`src/rtl/multi_7_seg_scan_if.sv`:
```
// Interface for the multiplexed seven-segment scanner: digit data and strobes in, scan outputs back.
// master drives bcd/dp/load/blank and observes the segment/digit pins; slave is the scanner itself.
// Sized by DIGITS so the bus width always matches the scanner instance it is bound to.
interface multi_7_seg_scan_if #(
    parameter int DIGITS = 4
);
    logic [4*DIGITS-1:0] bcd_i;
    logic [DIGITS-1:0]   dp_i;
    logic                load_i;
    logic                blank_lz_i;
    logic [6:0]          seg_o;
    logic                dp_o;
    logic [DIGITS-1:0]   dig_en_o;
    logic                frame_o;

    modport master (
        output bcd_i, dp_i, load_i, blank_lz_i,
        input  seg_o, dp_o, dig_en_o, frame_o
    );

    modport slave (
        input  bcd_i, dp_i, load_i, blank_lz_i,
        output seg_o, dp_o, dig_en_o, frame_o
    );
endinterface

```
`src/rtl/multi_7_seg_scan.sv`:
```
// Time-multiplexed driver for DIGITS seven-segment digits sharing one segment bus.
// Latency: outputs registered one cycle behind the scan counters; a load is visible within one frame + 1 cycle.
// Backpressure: none; load_i is always accepted, last load before a frame boundary wins.
// Define MULTI_7_SEG_HEX_EN to display values 10-15 as A..F; otherwise they show as a dash.
module multi_7_seg_scan #(
    parameter int DIGITS     = 4,
    parameter int SCAN_DIV   = 1000,
    parameter int ACTIVE_LOW = 0
) (
    input  logic              clk_i,
    input  logic              rst_i,
    multi_7_seg_scan_if.slave bus
);
    localparam int             PW   = $clog2(SCAN_DIV);
    localparam int             IW   = $clog2(DIGITS);
    localparam logic [PW-1:0]  PMAX = PW'(SCAN_DIV - 1);
    localparam logic [IW-1:0]  IMAX = IW'(DIGITS - 1);
    // Physical level of an "off" segment/digit.
    localparam logic           OFF  = (ACTIVE_LOW != 0);

    logic [PW-1:0]       pcnt;
    logic [IW-1:0]       idx;
    logic                pend;
    logic [4*DIGITS-1:0] pend_bcd;
    logic [DIGITS-1:0]   pend_dp;
    logic [4*DIGITS-1:0] disp_bcd;
    logic [DIGITS-1:0]   disp_dp;
    logic                wrap_q;

    logic                slot_end;
    logic                wrap;
    logic [DIGITS-1:0]   blank;
    logic [3:0]          cur_val;
    logic [6:0]          seg_n;
    logic                dp_n;
    logic [DIGITS-1:0]   dig_n;

    // Logical segment pattern {a,b,c,d,e,f,g} for one BCD/hex value.
    function automatic logic [6:0] enc(input logic [3:0] v);
        enc = 7'b0000001;
        case (v)
            4'd0:  enc = 7'b1111110;
            4'd1:  enc = 7'b0110000;
            4'd2:  enc = 7'b1101101;
            4'd3:  enc = 7'b1111001;
            4'd4:  enc = 7'b0110011;
            4'd5:  enc = 7'b1011011;
            4'd6:  enc = 7'b1011111;
            4'd7:  enc = 7'b1110000;
            4'd8:  enc = 7'b1111111;
            4'd9:  enc = 7'b1111011;
`ifdef MULTI_7_SEG_HEX_EN
            4'd10: enc = 7'b1110111;
            4'd11: enc = 7'b0011111;
            4'd12: enc = 7'b1001110;
            4'd13: enc = 7'b0111101;
            4'd14: enc = 7'b1001111;
            4'd15: enc = 7'b1000111;
`endif
            default: ;
        endcase
    endfunction

    assign slot_end = (pcnt == PMAX);
    assign wrap     = slot_end && (idx == IMAX);

    // Prescaler and digit index; the idx wrap is the frame boundary.
    always_ff @(posedge clk_i) begin
        if (rst_i) begin
            pcnt <= '0;
            idx  <= '0;
        end else if (slot_end) begin
            pcnt <= '0;
            idx  <= wrap ? '0 : idx + 1'b1;
        end else begin
            pcnt <= pcnt + 1'b1;
        end
    end

    // Pending/display buffers: the display only changes at a frame boundary so a frame never tears.
    always_ff @(posedge clk_i) begin
        if (rst_i) begin
            pend     <= 1'b0;
            pend_bcd <= '0;
            pend_dp  <= '0;
            disp_bcd <= '0;
            disp_dp  <= '0;
        end else if (wrap) begin
            if (bus.load_i) begin
                disp_bcd <= bus.bcd_i;
                disp_dp  <= bus.dp_i;
            end else if (pend) begin
                disp_bcd <= pend_bcd;
                disp_dp  <= pend_dp;
            end
            pend <= 1'b0;
        end else if (bus.load_i) begin
            pend_bcd <= bus.bcd_i;
            pend_dp  <= bus.dp_i;
            pend     <= 1'b1;
        end
    end

    // Leading-zero mask: digit k blanks when it and every digit above it is 0 with no dp; digit 0 never blanks.
    always_comb begin
        logic zero_above;
        zero_above = 1'b1;
        blank      = '0;
        for (int k = DIGITS - 1; k >= 1; k--) begin
            zero_above = zero_above && (disp_bcd[4*k +: 4] == 4'd0) && !disp_dp[k];
            blank[k]   = bus.blank_lz_i && zero_above;
        end
    end

    // Logical output levels for the current slot; all digits off in the first cycle of a slot.
    always_comb begin
        cur_val = disp_bcd[{idx, 2'b00} +: 4];
        seg_n   = blank[idx] ? 7'd0 : enc(cur_val);
        dp_n    = !blank[idx] && disp_dp[idx];
        dig_n   = '0;
        if (pcnt != '0) begin
            dig_n[idx] = 1'b1;
        end
    end

    // Output registers with polarity applied; frame_o lines up with the digit 0 ghost gap.
    always_ff @(posedge clk_i) begin
        if (rst_i) begin
            bus.seg_o    <= {7{OFF}};
            bus.dp_o     <= OFF;
            bus.dig_en_o <= {DIGITS{OFF}};
            bus.frame_o  <= 1'b0;
            wrap_q       <= 1'b0;
        end else begin
            bus.seg_o    <= seg_n ^ {7{OFF}};
            bus.dp_o     <= dp_n ^ OFF;
            bus.dig_en_o <= dig_n ^ {DIGITS{OFF}};
            wrap_q       <= wrap;
            bus.frame_o  <= wrap_q;
        end
    end
endmodule

```
`src/flat_wrapper.sv`:
```
// flat-port wrapper written by rule: the top's interface ports become plain ports
module multi_7_seg_scan_flat 
#(
    parameter int DIGITS     = 4,
    parameter int SCAN_DIV   = 1000,
    parameter int ACTIVE_LOW = 0
)
  (clk_i, rst_i, bus_bcd_i, bus_dp_i, bus_load_i, bus_blank_lz_i, bus_seg_o, bus_dp_o, bus_dig_en_o, bus_frame_o);
  multi_7_seg_scan_if #(.DIGITS(DIGITS)) bus_i ();
  input  logic clk_i;
  input  logic rst_i;
  input wire logic [$bits(bus_i.bcd_i)-1:0] bus_bcd_i;
  input wire logic [$bits(bus_i.dp_i)-1:0] bus_dp_i;
  input wire logic [$bits(bus_i.load_i)-1:0] bus_load_i;
  input wire logic [$bits(bus_i.blank_lz_i)-1:0] bus_blank_lz_i;
  output wire logic [$bits(bus_i.seg_o)-1:0] bus_seg_o;
  output wire logic [$bits(bus_i.dp_o)-1:0] bus_dp_o;
  output wire logic [$bits(bus_i.dig_en_o)-1:0] bus_dig_en_o;
  output wire logic [$bits(bus_i.frame_o)-1:0] bus_frame_o;
  assign bus_i.bcd_i = bus_bcd_i;
  assign bus_i.dp_i = bus_dp_i;
  assign bus_i.load_i = bus_load_i;
  assign bus_i.blank_lz_i = bus_blank_lz_i;
  assign bus_seg_o = bus_i.seg_o;
  assign bus_dp_o = bus_i.dp_o;
  assign bus_dig_en_o = bus_i.dig_en_o;
  assign bus_frame_o = bus_i.frame_o;
  multi_7_seg_scan #(.DIGITS(DIGITS), .SCAN_DIV(SCAN_DIV), .ACTIVE_LOW(ACTIVE_LOW)) u_core (.clk_i(clk_i), .rst_i(rst_i), .bus(bus_i));
endmodule
```
`config.mk`:
```
export PLATFORM = sky130hd
export DESIGN_NAME = multi_7_seg_scan_flat
export DESIGN_NICKNAME = d
export VERILOG_FILES = /design/src/rtl/multi_7_seg_scan_if.sv /design/src/rtl/multi_7_seg_scan.sv /design/src/flat_wrapper.sv
export SDC_FILE = /design/constraint.sdc
export NUM_CORES = 1
export LEC_CHECK = 0
export CAP_MARGIN = 40
export CORE_ASPECT_RATIO = 0.7
export CORE_UTILIZATION = 30
export CTS_CLUSTER_DIAMETER = 100
export DETAILED_ROUTE_END_ITERATION = 16
export PLACE_DENSITY = 0.55
export RECOVER_POWER = 100
export REMOVE_ABC_BUFFERS = 1
export SLEW_MARGIN = 30
export SYNTH_ARGS = -nofsm -noshare
export SYNTH_HDL_FRONTEND = slang
export SYNTH_SLANG_ARGS = --single-unit
```
`constraint.sdc`:
```
create_clock -name clk_i -period 5.3 [get_ports clk_i]
set_input_delay 0.53 -clock clk_i [delete_from_list [all_inputs] [get_ports clk_i]]
set_output_delay 0.53 -clock clk_i [all_outputs]
set_load 0.01 [all_outputs]
```
======== Word-level counts from Yosys, hierarchy flattened ========
Cells that the tools add are included.
cells by class
  add/subtract/negate cells ............... 2
  multipliers ............................. 0
  div/mod/pow operators ................... 0
  order comparisons ....................... 2
  equal/unequal tests ..................... 11
  shift-type cells ........................ 1
  mux-type cells .......................... 12
  bitwise gates (word level) .............. 2
  reductions and logical operators ........ 27
operator list
  operator                 number
  $pmux W7 S10             1
  $mux W16                 2
  $eq A4 B3 Y1 const B     4
  $logic_not A4 Y1         4
  $shiftx A16 B5 Y4        1
  $logic_and A1 B1 Y1      11
  $add A10 B1 Y10 const B  1
  $eq A10 B10 Y1 const B   1
  $reduce_bool A10 Y1      1
  $eq A4 B2 Y1 const B     2
  $eq A4 B4 Y1 const B     2
  $mux W4                  2
  $reduce_or A2 Y1         4
  $bmux W1 S2              2
  $eq A4 B1 Y1 const B     1
  $logic_not A1 Y1         4
  $reduce_and A2 Y1        2
  $lt A2 B3 Y1 const B     1
  $mux W1                  3
  $add A2 B1 Y2 const B    1
  $demux W1 S2             1
  $eq A2 B2 Y1 const B     1
  $ge A2 B1 Y1 const B     1
  $mux W2                  1
  other kinds (2)          3
word-level totals
  bits in registers ....................... 67
  latch bits .............................. 0
  RAM bits ................................ 0
  ROM bits ................................ 0
  output and inout port bits .............. 13
  logic and storage cells ................. 69
  memories ................................ 0

======== Logic depth before layout (Yosys ltp) ========
  depth in word-level cells ............... 11
  gate-level depth with buffers ........... 7
  mapped depth without buffers ............ 6

======== Least setup slack after synthesis ========
OpenSTA, ideal clock, no wires.
  path type ............................... register -> register
  start point ............................. register u_core.idx[1]
  end point ............................... register u_core.bus.seg_o[3]
  arrival time ............................ 1.646 ns
  data required time ...................... 5.160 ns
  setup slack ............................. 3.514 ns
  cell stages (with the launch flop) ...... 6
  period minus slack after synthesis ...... 1.786 ns
  cells stage by stage .................... dfxtp_1 -> buf_6 -> mux4_2 -> or2_4 -> nor3b_1 -> a2111oi_2
on the way
  cells in the longest elaborated chain, start to end .. 3
  elaborated cells between the ends (all ways) .. 15
  those cells by class .................... eq/ne: 9; shift: 1; mux: 3; reduce/logical: 2
ends and longest elaborated chain
  what                                                     RTL line                                          RTL
  start, declared                                          multi_7_seg_scan.sv:22                            logic [IW-1:0] idx;
  start signal, assigned                                   multi_7_seg_scan.sv:74                            idx <= wrap ? '0 : idx + 1'b1;
  $shiftx A16 B5 Y4 / $bmux W1 S2 (equally long branches)  multi_7_seg_scan.sv:117, multi_7_seg_scan.sv:118
  $eq A4 B4 Y1 (tied with other cells)                     multi_7_seg_scan.sv:41                            case (v)
  $pmux W7 S10 / $reduce_or A2 Y1 (equally long branches)  --
  end signal, assigned                                     multi_7_seg_scan.sv:129                           bus.seg_o <= {7{OFF}};
  end signal, assigned                                     multi_7_seg_scan.sv:135                           bus.seg_o <= seg_n ^ {7{OFF}};
  end, declared                                            multi_7_seg_scan_if.sv:23                         output seg_o, dp_o, dig_en_o, frame_o
Parallel ways exist; a longest one is shown, timed or not. The select of a mux whose other input is x is not followed.
A chain may end at the register's enable or synchronous reset.

======== Worst setup path in the final report ========
  start point ............................. register u_core.idx[1]
  end point ............................... register u_core.disp_bcd[14]
on the way
  cells in the longest elaborated chain, start to end .. 3
ends and longest elaborated chain
  what                                RTL line                RTL
  $eq A2 B2 Y1                        multi_7_seg_scan.sv:65  assign wrap = slot_end && (idx == IMAX);
  $logic_and A1 B1 Y1                 multi_7_seg_scan.sv:65
  $reduce_and A2 Y1 (no source line)  --
  end signal, assigned                multi_7_seg_scan.sv:90  disp_bcd <= bus.bcd_i;
  end signal, assigned                multi_7_seg_scan.sv:93  disp_bcd <= pend_bcd;
  end, declared                       multi_7_seg_scan.sv:26  logic [4*DIGITS-1:0] disp_bcd;
Every way passes these cells.

==> key figures <==
Run status
  • Status: complete, but fails checks
  • Failing checks: capacitance limit, slew limit

Synth
  • Top cells by area, synth: dfxtp_1 45%, a211oi_2 8.4%, mux2i_1 7.1%
  • Largest family of logic cells by synthesized area: simple AND/OR/NAND/NOR gates
  • Unique masters post-synth: 40
  • Adder-Cell Fraction of Synth Area: 0.0253
  • Mapped Area: 2970 um2
  • Yosys top cell by area: dfxtp_1
  • Synth Area in Simple Gates: 0.182
  • Number of synthesized flops with an enable pin: 0
  • Yosys top cell area share: 0.452
  • Syn Area/Cell: 9.46 um2
  • Seq cells post-synth: 67
  • Ys flop type: dfxtp_1
  • Seq/Total Area, Yosys: 0.452
  • Compound-Gate Fraction of Synth Area: 0.167
  • Multiplexer area fraction after synthesis: 0.109
  • Cells after Synth: 314
  • Synth Area in XOR/XNOR: 0.0177
  • Synth warn: 0
  • Ys async rst share: 0

Global route
  • Total grt overflow: 0
  • Pin count of the biggest net entering global routing: 50
  • Initial antenna violation count: 0
  • Vias in the first global route: 2126
  • Total GRT Usage: 0.132
  • First-pass GRT wire length: 10400 um

Critical path
  • CP max FO: 26
  • Type of origin of the critical path: flip-flop
  • R2r endpoint: u_core.disp_bcd[14]
  • CP Data Arrival Time: 3.27 ns
  • Reg2Reg Depth: 7
  • WP data required: 5.50 ns
  • Max stage delay cell, worst path: nor2_1
  • Critical Path Max Stage Delay: 0.90 ns
  • Critical path, cell by cell: ha_1 -> inv_1 -> or4_1 -> nor2_1 -> buf_16 -> nor2_1 -> a211oi_1
  • Reg2reg setup slack: 2.24 ns
  • RR Startpoint: u_core.idx[1]
  • Most frequent cell on the critical path: nor2_1
  • Crit path capture type: flip-flop
  • Setup crit start: u_core.idx[1]
  • CP Class: flip-flop to flip-flop

Cells and area
  • Final instance count without filler cells: 475
  • Diode count: 0
  • Final core occ: 0.396
  • Final instance area: 3690 um2
  • Most frequent cells in the layout: 67 x dfxtp_1, 44 x nand2_1, 39 x nor2_1, 31 x a21oi_1, 22 x clkdlybuf4s50_1
  • Share of cells above drive strength 1: 0.105
  • Most common cell after layout, fill and taps aside: dfxtp_1
  • Area grow syn2layout: 24.3%
  • Final nets: 376

Place
  • Port-buffer cells: 36
  • Placed cell count: 457
  • Post-DP Area: 3410 um2
  • Dpl ws: 2.78 ns
  • Post-DP HPWL: 4190 um
  • Final RePlAce weighted congestion: 0.765

STA
  • RSZ-0062 raised after global routing: false
  • Endpoints failing setup: 0
  • Tmin final: 3.06 ns
  • Max frequency: 326 MHz
  • Slew at the pin closest to its max-slew limit: 2.55 ns
  • Crit share post-route: 0.578
  • Worst setup margin: 2.24 ns
  • WHS: 0.451 ns
  • Worst rel slew slack: -0.698
  • Setup TNS: 0 ns
  • Layout Skew: 0.00579 ns
  • Fin. max-slew vios: 50
  • Count of final hold-check violations: 0

Drt
  • Routed vias: 2223
  • Post-route ant nets: 0
  • DR vias/cell: 4.68
  • Final wirelength: 6340 um
  • DRT Pass-1 Iters: 4
  • Initial DRC Count: 86
  • WL/cell: 13.3 um
  • Remaining DRCs: 0

Floorplanning
  • Die H: 85.2 um
  • Die X-Extent: 121 um
  • Core area: 9330 um2
  • Site row count: 29
  • Die ar.: 10300 um2
  • Starting Density: 0.318
  • Io pins: 37

Power and ir drop
  • Static Leak: 1.38 nW
  • Power Total: 1.25 mW
  • Peak VDD IR: 157 uV
  • PwrDens: 339 nW/um2

Min path
  • Hold path depth: 2
  • Hold WC Path Type: flip-flop to flip-flop
  • HP Start: u_core.pend_bcd[6]
  • WHS Endpoint: u_core.pend_bcd[6]

Clock network
  • # clock sinks: 67
  • H-tree depth: 3
  • Post-CTS Setup Inserts: 0
  • Clock Tree Buf Depth: 2
  • CTS buffer count: 9
  • Reg clk slew, reported paths: 0.05 ns
  • CTS root buffer: clkbuf_16
  • CTS tree: built
  • Clock Latency Late Sink: 0.32 ns
  • Hold buffer count at cts: 0
  • CTS-repair resized insts: 0

Run
  • # Max-Cap Violations: 1
area by class of cell:
cell class              count  area (um2)
clock buffers              12         256
clock inverters             4        72.6
fillers                   899        5630
inverters                   8        30.0
multi-input cells         219        1430
flip-flops and latches     67        1340
well taps                 124         155
repair buffers             41         402
logic make-up (layout without fill, tap and decap cells):
kind of cell / after synthesis / in the layout
AOI/OAI and AO/OA: 63 / 63
muxes: 26 / 26
xor gates and xnor gates: 6 / 6
buffers and inverters: 28 / 65
and+or+nand+nor: 118 / 118
DFF: 67 / 67
adders and majority gates: 6 / 6
where the power goes:
part	switching, mW	internal [mW]	total, mW
combinational	0.0413	0.0372	0.0785
sequential	0.00684	0.518	0.525
clock	0.212	0.437	0.648
total	0.260	0.992	1.25
registers in the layout (all words and copies together) (netlist names):
register / cells
u_core.pend_bcd: 16
u_core.idx: 2
u_core.disp_bcd: 16
u_core.disp_dp: 4
u_core.bus.dig_en_o: 4
u_core.bus.seg_o: 7
u_core.wrap_q: 1
u_core.bus.dp_o: 1
u_core.pend_dp: 4
u_core.pend: 1
u_core.bus.frame_o: 1
u_core.pcnt: 10
routing by layer:
| metal | up-vias | share of wire | routed length [um] | global-route usage |
|---|---|---|---|---|
| met1 | 1029 | 0.51 | 3260 | 0.167 |
| met4 | 0 | 0.014 | 86 | 0.0584 |
| met5 | - | 0 | 0 | 0 |
| met3 | 8 | 0.039 | 247 | 0.0437 |
| li1 | 1148 | - | - | - |
| met2 | 38 | 0.43 | 2750 | 0.204 |
how the worst max path moves through the flow:
stage | endpoint | slack [ns] | depth (start not counted)
2_1_floorplan | u_core.disp_bcd[0] | 2.89 | 6
3_3_place_gp | u_core.disp_dp[3] | 2.58 | 6
3_5_place_dp | u_core.disp_bcd[5] | 2.78 | 7
4_1_cts | u_core.pend_bcd[3] | 2.77 | 6
5_1_grt | u_core.disp_dp[1] | 1.89 | 7
6_report | u_core.disp_bcd[14] | 2.24 | 7
worst max-delay path, delay by kind of cell (launching register included):
family | cells | cell delay (ns)
flip-flops | 1 | 0.60
AO/OA/AOI/OAI | 1 | 0.21
adder cells (fa/ha/maj) | 1 | 0.27
buffers and inverters | 2 | 0.30
AND/OR/NAND/NOR | 3 | 1.56
synthesized netlist by cell type (all sizes together), types with 2 or more instances:
library cell  number
or3                3
and2               5
and3               2
ha                 6
nand3              7
mux4               5
o21ai              6
clkbuf             9
nor2              39
mux2i             21
nand2b             3
dfxtp             67
xor2               5
a211oi            20
a21oi             31
nor3b              2
nor2b              2
nor3               2
or2                2
nor4               3
buf               11
or4                2
inv                8
nand2             44
Power figures use the tool's default switching activity.
